$ cat config.mk
export PLATFORM = sky130hd
export DESIGN_NAME = placar_ataque
export DESIGN_NICKNAME = d
export VERILOG_FILES = /design/src/rtl/placar_ataque.sv
export SDC_FILE = /design/constraint.sdc
export NUM_CORES = 1
export LEC_CHECK = 0
export CAP_MARGIN = 20
export CORE_MARGIN = 2
export CORE_UTILIZATION = 45
export DETAILED_ROUTE_END_ITERATION = 6
export PLACE_DENSITY = 0.75
export SYNTH_ARGS = -nofsm -noshare
export SYNTH_HDL_FRONTEND = slang
export SYNTH_SLANG_ARGS = --single-unit
$ cat constraint.sdc
create_clock -name clock -period 2.6 [get_ports clock]
set_clock_uncertainty 0.1 [all_clocks]
set_input_delay 0.52 -clock clock [delete_from_list [all_inputs] [get_ports clock]]
set_output_delay 0.52 -clock clock [all_outputs]
set_load 0.01 [all_outputs]
$ cat src/rtl/placar_ataque.sv
// Scoreboard stage after the attack manager: BCD shot/hit counters, remaining ship
// cells, win/lose detection and pulse-stretched RGB result LEDs.
module placar_ataque #(
    parameter int MAX_TIROS   = 20,
    parameter int STATUS_HOLD = 381,
    parameter int HOLD_W      = 9
) (
    input  logic       clock,
    input  logic       reset_n,
    input  logic       enable,
    input  logic       tiro,
    input  logic       acerto,
    input  logic       repetido,
    input  logic [5:0] navios,
    output logic [3:0] tiros_dez,
    output logic [3:0] tiros_uni,
    output logic [3:0] acertos_dez,
    output logic [3:0] acertos_uni,
    output logic [5:0] restantes,
    output logic [1:0] estado,
    output logic       vitoria,
    output logic       derrota,
    output logic       led_r,
    output logic       led_g,
    output logic       led_b
);

    typedef enum logic [1:0] {
        OCIOSO  = 2'b00,
        JOGANDO = 2'b01,
        VITORIA = 2'b10,
        DERROTA = 2'b11
    } estado_t;

    localparam logic [3:0]        MAX_DEZ   = 4'(MAX_TIROS / 10);
    localparam logic [3:0]        MAX_UNI   = 4'(MAX_TIROS % 10);
    localparam logic [7:0]        MAX_BCD   = {MAX_DEZ, MAX_UNI};
    localparam logic [HOLD_W-1:0] HOLD_INIT = HOLD_W'(STATUS_HOLD);

    estado_t           state_q, state_d;
    logic [7:0]        tiros_q, tiros_d;
    logic [7:0]        acertos_q, acertos_d;
    logic [5:0]        restantes_q, restantes_d;
    logic [HOLD_W-1:0] hold_q, hold_d;
    logic              led_r_q, led_r_d;
    logic              led_g_q, led_g_d;
    logic              led_b_q, led_b_d;
    logic              vitoria_q, vitoria_d;
    logic              derrota_q, derrota_d;

    // Two-digit BCD increment that saturates at 99.
    function automatic logic [7:0] bcd_inc(input logic [7:0] v);
        if (v == 8'h99) begin
            return v;
        end else if (v[3:0] == 4'd9) begin
            return {v[7:4] + 4'd1, 4'd0};
        end else begin
            return {v[7:4], v[3:0] + 4'd1};
        end
    endfunction

    always_comb begin
        // NOTE: every signal gets its hold value first so no path leaves one unassigned (no latches).
        state_d     = state_q;
        tiros_d     = tiros_q;
        acertos_d   = acertos_q;
        restantes_d = restantes_q;
        hold_d      = hold_q;
        led_r_d     = led_r_q;
        led_g_d     = led_g_q;
        led_b_d     = led_b_q;

        if (!enable) begin
            state_d     = OCIOSO;
            tiros_d     = 8'h00;
            acertos_d   = 8'h00;
            restantes_d = 6'd0;
            hold_d      = '0;
            led_r_d     = 1'b0;
            led_g_d     = 1'b0;
            led_b_d     = 1'b0;
        end else begin
            case (state_q)
                OCIOSO: begin
                    tiros_d     = 8'h00;
                    acertos_d   = 8'h00;
                    restantes_d = navios;
                    hold_d      = '0;
                    led_r_d     = 1'b0;
                    led_b_d     = 1'b0;
                    if (navios == 6'd0) begin
                        state_d = VITORIA;
                        led_g_d = 1'b1;
                    end else begin
                        state_d = JOGANDO;
                        led_g_d = 1'b0;
                    end
                end

                JOGANDO: begin
                    if (tiro) begin
                        hold_d  = HOLD_INIT;
                        led_b_d = repetido;
                        led_g_d = !repetido && acerto;
                        led_r_d = !repetido && !acerto;
                        if (!repetido) begin
                            tiros_d = bcd_inc(tiros_q);
                            if (acerto) begin
                                acertos_d = bcd_inc(acertos_q);
                                if (restantes_q != 6'd0) begin
                                    restantes_d = restantes_q - 6'd1;
                                end
                            end
                        end
                    end else if (hold_q != '0) begin
                        hold_d = hold_q - HOLD_W'(1);
                        if (hold_q == HOLD_W'(1)) begin
                            led_r_d = 1'b0;
                            led_g_d = 1'b0;
                            led_b_d = 1'b0;
                        end
                    end

                    // Victory is tested first so a sinking hit on the last allowed shot wins.
                    if (restantes_d == 6'd0) begin
                        state_d = VITORIA;
                        hold_d  = '0;
                        led_r_d = 1'b0;
                        led_g_d = 1'b1;
                        led_b_d = 1'b0;
                    end else if (tiros_d == MAX_BCD) begin
                        state_d = DERROTA;
                        hold_d  = '0;
                        led_r_d = 1'b1;
                        led_g_d = 1'b0;
                        led_b_d = 1'b0;
                    end
                end

                VITORIA, DERROTA: begin
                end
            endcase
        end

        vitoria_d = (state_d == VITORIA);
        derrota_d = (state_d == DERROTA);
    end

    // NOTE: sequential state uses non-blocking assignments so all flops update from pre-edge values.
    always_ff @(posedge clock or negedge reset_n) begin
        if (!reset_n) begin
            state_q     <= OCIOSO;
            tiros_q     <= 8'h00;
            acertos_q   <= 8'h00;
            restantes_q <= 6'd0;
            hold_q      <= '0;
            led_r_q     <= 1'b0;
            led_g_q     <= 1'b0;
            led_b_q     <= 1'b0;
            vitoria_q   <= 1'b0;
            derrota_q   <= 1'b0;
        end else begin
            state_q     <= state_d;
            tiros_q     <= tiros_d;
            acertos_q   <= acertos_d;
            restantes_q <= restantes_d;
            hold_q      <= hold_d;
            led_r_q     <= led_r_d;
            led_g_q     <= led_g_d;
            led_b_q     <= led_b_d;
            vitoria_q   <= vitoria_d;
            derrota_q   <= derrota_d;
        end
    end

    assign tiros_dez   = tiros_q[7:4];
    assign tiros_uni   = tiros_q[3:0];
    assign acertos_dez = acertos_q[7:4];
    assign acertos_uni = acertos_q[3:0];
    assign restantes   = restantes_q;
    assign estado      = state_q;
    assign vitoria     = vitoria_q;
    assign derrota     = derrota_q;
    assign led_r       = led_r_q;
    assign led_g       = led_g_q;
    assign led_b       = led_b_q;

endmodule
* Yosys cells after proc, flatten, opt, wreduce, memory -nomap -nowiden
Index checks and enable logic that the tools add are counted.
Widths: inputs -> output; s select.
** Storage, ports and cells
- Output and inout bits :: 29
- Logic and storage cells :: 99
- Flip-flop bits (word level) :: 38
- Input bits :: 12
** Cells by class
- Add/subtract/negate cells :: 6
- Multiplexer cells :: 52
- Reduce and logical (&&, ||, !) cells :: 13
- Equality and inequality tests :: 17
** Operators by type and width (count)
- $mux 8 :: 13
- $mux 9 :: 5
- $mux 6 :: 7
- $pmux 8 s2 :: 2
- $pmux 9 s2 :: 1
- $add 4x1->4 const B :: 4
- $eq 8x8->1 const B :: 2
- $mux 1 :: 15
- $ne 3x3->1 const B :: 5
- $logic_not 6->1 :: 2
- $ne 6x6->1 const B :: 2
- $pmux 6 s2 :: 1
- $eq 9x1->1 const B :: 1
- $reduce_bool 9->1 :: 1
- $sub 9x1->9 const B :: 1
- $eq 4x4->1 const B :: 2
- $eq 8x6->1 const B :: 1
- $mux 2 :: 4
- $pmux 1 s2 :: 3
- $reduce_and 6->1 :: 1
- $reduce_bool 6->1 :: 1
- $sub 6x1->6 const B :: 1
- $reduce_and 5->1 :: 1
- $eq 2x2->1 const B :: 2
- other kinds (8) :: 10

* Longest topological paths before layout
- Word-level depth :: 13
- Gate-level depth with buffers :: 10
- Mapped depth without buffers :: 9

* Least setup slack after synthesis
OpenSTA, ideal clock, no wires.
- Kind :: register -> register
- Start point :: register restantes_q[0], in the netlist restantes[0]
- End point :: register hold_q[2]
- Path slack :: -0.037 ns
- Data arrival time :: 2.415 ns
- Period minus slack after synthesis :: 2.637 ns
- Cell stages (with the launch flop) :: 11
- Buffers on the path :: 1
- Data required time :: 2.378 ns
- Library setup time :: 0.122 ns
- Cells stage by stage :: dfrtp_1 buf_2 inv_1 ha_1 nor2b_1 or4_1 nand4_1 o41ai_4 o31ai_2 o21bai_1 a21oi_1
** On the way
- Word-level cells in the longest chain between the ends :: 11
- Elaborated cells between the ends (all ways) :: 14
- Those cells by class :: 1 x add/sub; 1 x eq/ne; 9 x mux; 3 x reduce/logical
** Ends and longest elaborated chain
- start, declared :: line 43 : logic [5:0] restantes_q, restantes_d;
- start signal, assigned :: line 166 : restantes_q <= restantes_d;
- $sub 6x1->6 / $reduce_bool 6->1 (equally long branches) :: line 111, 110
- $mux 6 :: line 110 : if (restantes_q != 6'd0) begin
- $mux 6 :: line 108 : if (acerto) begin
- $mux 6 :: line 106 : if (!repetido) begin
- $mux 6 * :: line 101 : if (tiro) begin
- $mux 6 * :: line 83 : case (state_q)
- $mux 6 * :: line 73 : if (!enable) begin
- $logic_not 6->1 * :: line 125 : if (restantes_d == 6'd0) begin
- $mux 9 :: line 125
- $pmux 9 s2 :: line 83
- $mux 9 :: line 73
- end signal, assigned :: line 167 : hold_q <= hold_d;
- end, declared :: line 44 : logic [HOLD_W-1:0] hold_q, hold_d;
Every way passes the cells marked *; elsewhere a longest branch is shown, timed or not. The select of a mux whose other input is x is not followed.
A chain may end at the register's enable or synchronous reset.

* Worst setup path after layout
- Start point :: register restantes_q[2], in the netlist restantes[2]
- End point :: register hold_q[2]
The elaborated chain is that of the path after synthesis.

==> results by stage <==
Yosys:
- After synthesis, the largest area contributor takes up between 30 and 40% of total cell area.
- For this run, the number of Yosys warnings is 0.
- The post-synthesis net count is 319.
- The synthesized flop and latch total is 38.
- The synthesized netlist occupies a cell area of 2550 µm².
- Of all cell types, the one taking the most synthesized area is sky130_fd_sc_hd__dfrtp_1.
- The cell count after synthesis came out at between 200 and 300.
- The most used flip-flop cell after synthesis is sky130_fd_sc_hd__dfrtp_1.
- Of all flip-flops after synthesis, the portion carrying an async set or reset was 100%.
- The number of synthesized flops with an enable pin is 0.
- After synthesis, flip-flops and latches occupy 37.3% of the total area.
- The average instance in the mapped netlist occupies 8.59 µm².
- Yosys attributes the largest share of cell area to sky130_fd_sc_hd__dfrtp_1 37%, sky130_fd_sc_hd__o21ai_0 5.1%, sky130_fd_sc_hd__a21oi_1 4.9%.
- After synthesis, the netlist uses 60 different library cells.

Clock tree:
- The clock transition at the register clock pins on the worst setup and hold paths after CTS is 0.08 ns.
- The CTS root buffer is sky130_fd_sc_hd__clkbuf_8.
- The number of buffers added by the clock tree synthesis step is 5.
- No sink is reached through more buffers than the 2 on the longest clock path.
- For this design, the CTS-stage hold fixing added 0 buffers.
- TritonCTS built the clock tree.
- CTS built an H-tree with a depth of 2.
- The clock drives 38 sinks.
- The worst-skew pair later-pin latency is 0.30 ns.

Drt:
- The total DRC errors in the routed layout is 0.
- The routed design has 6580 µm of wire.
- Using the TritonRoute via totals, the vias-per-cell ratio works out to 5.71.
- The final routed wire length divided by cell count is 14.9 µm.
- The vias after detailed routing is 2524.
- The detailed router's first-iteration violation count is 117.
- The count of TritonRoute iterations in the first routing pass is 4.
- The residual antenna-violating net count after detailed routing is 0.

Power:
- In this run the power density over the cells is 569 nW/µm².
- The worst IR drop on VDD is between 300 and 400 µV.
- The analysis attributes to cell leakage a power of around 1.4 nW.

Worst setup path:
- STA puts the critical path data arrival time at between 2 and 3 ns.
- The kind of launch point of the worst setup path is a flop.
- STA classifies the critical path endpoint as a flop.
- The kind of critical path is flop to flop.
- Data on the critical path is required at its endpoint by around 2.7 ns.
- Along the worst path, the maximum fanout reaches 5.

Timing:
- Setup violations remaining at the end of the flow were counted as 0.
- The final-layout setup total negative slack is 0 ns.
- Derived from the worst setup path, the maximum achievable clock frequency is approximately 400 MHz.
- The shortest clock period the worst path allows after layout is 2.47 ns.
- The final max-slew violation count was 0.
- The worst-case hold slack is 0.242 ns.
- The post-route fraction of the period consumed by the critical path is 95.0%.
- The relative slew slack is about two fifths.
- The count of final hold-check violations is 0.
- Setup repair after global routing left no endpoint under its margin.
- Setup slack closes at 0.129 ns.
- The slew of the pin with the lowest slew margin is about 0.9 ns.

GRT:
- The initial antenna violation count is 0.
- Entering global routing, the biggest net connects 39 pins.
- The total overflow left after global routing is 0.
- The total global-route track usage is 22.2%.
- The first global-routing pass estimated 11100 µm of wire.
- The via count of the first global-routing pass is 2433.

Status:
- The run finished with clean final reports.

Place:
- The worst-case setup slack after placement is -0.448 ns.
- After detailed placement, the total cell area comes to 3240 µm².
- The congestion estimate from routability-driven global placement came to 0.856.
- The count of input and output buffers is 40.
- The placed wire-length estimate after detailed placement is between 4000 and 5000 µm.

Floorplan:
- The number of core rows is 27.
- 41 I/O pins were placed.
- The effective utilization at floorplan is ~46%.
- The core region is 5510 µm².
- The floorplan step set the die height to 79.3 µm.
- From left edge to right edge, the die measures 79.3 µm.
- The floorplan step defined a die boundary enclosing 6290 µm².

Flow run:
- The number of max-cap violations is 0.

Cells and area:
- The storage element area is 951 µm².
- After routing the design area is 3430 µm².
- The layout overhead on the synthesized area is 34.2%.
- The number of antenna diodes in the final layout is 0.
- The count of filler cells inserted in the layout is 467.
- The total number of nets in the final design is about 390.
- The post-route netlist has 21.4% of its cells at a drive strength greater than 1.
- The multi-input combinational cells in the finished layout cover a total of 1540 µm².

Worst hold path:
- In this run the worst hold path is classified as input pin to asynchronous set/reset pin.
-- where the power goes --
group          internal [mW]  switching, mW  total [mW]
Combinational          0.362          0.428       0.791
Sequential             0.647         0.0780       0.725
Clock                  0.214          0.218       0.433
-- sequential cells by signal (all words and copies together), names as in the netlist --
register   cells
vitoria        1
restantes      6
acertos_q      8
led_r          1
derrota        1
led_b          1
estado         2
hold_q         9
led_g          1
tiros_q        8
-- placed cells by master, fill, tap and decap left out, types with 6 or more instances in the layout --
| cell | netlist | routed |
|---|---|---|
| sky130_fd_sc_hd__inv_1 | 15 | 13 |
| sky130_fd_sc_hd__ha_1 | 10 | 8 |
| sky130_fd_sc_hd__o21ai_0 | 26 | 23 |
| sky130_fd_sc_hd__o22ai_1 | 6 | 6 |
| sky130_fd_sc_hd__dfrtp_1 | 38 | 38 |
| sky130_fd_sc_hd__clkdlybuf4s50_1 | 0 | 36 |
| sky130_fd_sc_hd__nor3_1 | 12 | 11 |
| sky130_fd_sc_hd__clkbuf_8 | 0 | 6 |
| sky130_fd_sc_hd__nor2_1 | 27 | 26 |
| sky130_fd_sc_hd__buf_4 | 0 | 39 |
| sky130_fd_sc_hd__a21oi_1 | 25 | 24 |
| sky130_fd_sc_hd__nand3_1 | 11 | 11 |
| sky130_fd_sc_hd__nand2_1 | 21 | 21 |
-- per-stage QoR --
step,instances,util (%),total power [mW]
floorplan,297,-,1.21
global placement,431,58.8,1.47
detailed placement,431,58.8,1.48
CTS,441,61.6,1.94
global route,442,62.2,2.08
finish,442,62.2,1.95
-- synth_stat cells, types with 4 or more instances --
| master | count |
|---|---|
| sky130_fd_sc_hd__a21oi_1 | 25 |
| sky130_fd_sc_hd__and2_1 | 5 |
| sky130_fd_sc_hd__nor2b_1 | 5 |
| sky130_fd_sc_hd__nand3b_1 | 5 |
| sky130_fd_sc_hd__nor4_1 | 6 |
| sky130_fd_sc_hd__o31ai_1 | 4 |
| sky130_fd_sc_hd__or3_1 | 5 |
| sky130_fd_sc_hd__o21a_1 | 4 |
| sky130_fd_sc_hd__clkbuf_1 | 7 |
| sky130_fd_sc_hd__nand3_1 | 11 |
| sky130_fd_sc_hd__ha_1 | 10 |
| sky130_fd_sc_hd__buf_2 | 4 |
| sky130_fd_sc_hd__nor2_1 | 27 |
| sky130_fd_sc_hd__o22ai_1 | 6 |
| sky130_fd_sc_hd__o21ai_0 | 26 |
| sky130_fd_sc_hd__inv_1 | 15 |
| sky130_fd_sc_hd__nand2_1 | 21 |
| sky130_fd_sc_hd__dfrtp_1 | 38 |
| sky130_fd_sc_hd__nor3_1 | 12 |
-- layout make-up --
cell class	count	area share [%]
inverters	15	1.64
repair buffers	80	20.3
flip-flops and latches	38	27.8
multi-input cells	229	45.0
clock inverters	1	0.146
clock buffers	7	2.52
well taps	72	2.63
-- layer usage --
metal | vias to the layer above | part of all wire (%) | GRT usage [%]
met3 | 7 | 3.4 | 3.64
met4 | 0 | 1.2 | 5.52
met1 | 1237 | 46 | 29.3
li1 | 1237 | - | -
met5 | - | 0 | 0
met2 | 43 | 49 | 38.0
-- repair_timing --
item                                    in CTS  in global routing
pin swaps                                    4                  4
endpoints found under the setup margin      14                  9
setup buffers                                2                  1
gates resized for setup                     16                 11
-- worst max-delay path: stages, from the launching register on --
cell	delay (ns)
sky130_fd_sc_hd__dfrtp_1	0.42
sky130_fd_sc_hd__or2_2	0.32
sky130_fd_sc_hd__or4_4	0.52
sky130_fd_sc_hd__nand4_1	0.18
sky130_fd_sc_hd__o41ai_4	0.08
sky130_fd_sc_hd__buf_4	0.18
sky130_fd_sc_hd__nor2_1	0.26
sky130_fd_sc_hd__buf_4	0.17
sky130_fd_sc_hd__a21oi_1	0.05
sky130_fd_sc_hd__a21oi_1	0.13
-- path summary, 6_finish.rpt --
check / start / end / slack, ns / depth (start not counted)
worst max-delay path: restantes[2] / hold_q[2] / 0.13 / 9
worst min-delay path: reset_n / hold_q[3] / 0.24 / 1
worst max register to register: restantes[2] / hold_q[2] / 0.13 / 9
worst min register to register: led_b / led_b / 0.41 / 1
max in group asynchronous: reset_n / acertos_q[2] / 1.59 / 1
min in group clock: led_b / led_b / 0.41 / 1
-- logic make-up (layout without fill, tap and decap cells) --
kind of cell             Yosys count  count (layout)  synth area share [%]
XOR/XNOR                           3               3                  1.03
adder cells (fa/ha/maj)           10              10                  4.90
multiplexers                       2               2                 0.833
AND/OR/NAND/NOR                  117             117                  24.1
buffers and inverters             30             103                  5.54
flip-flops                        38              38                  37.3
AO/OA/AOI/OAI                     97              97                  26.3
Power figures use the tool's default switching activity.
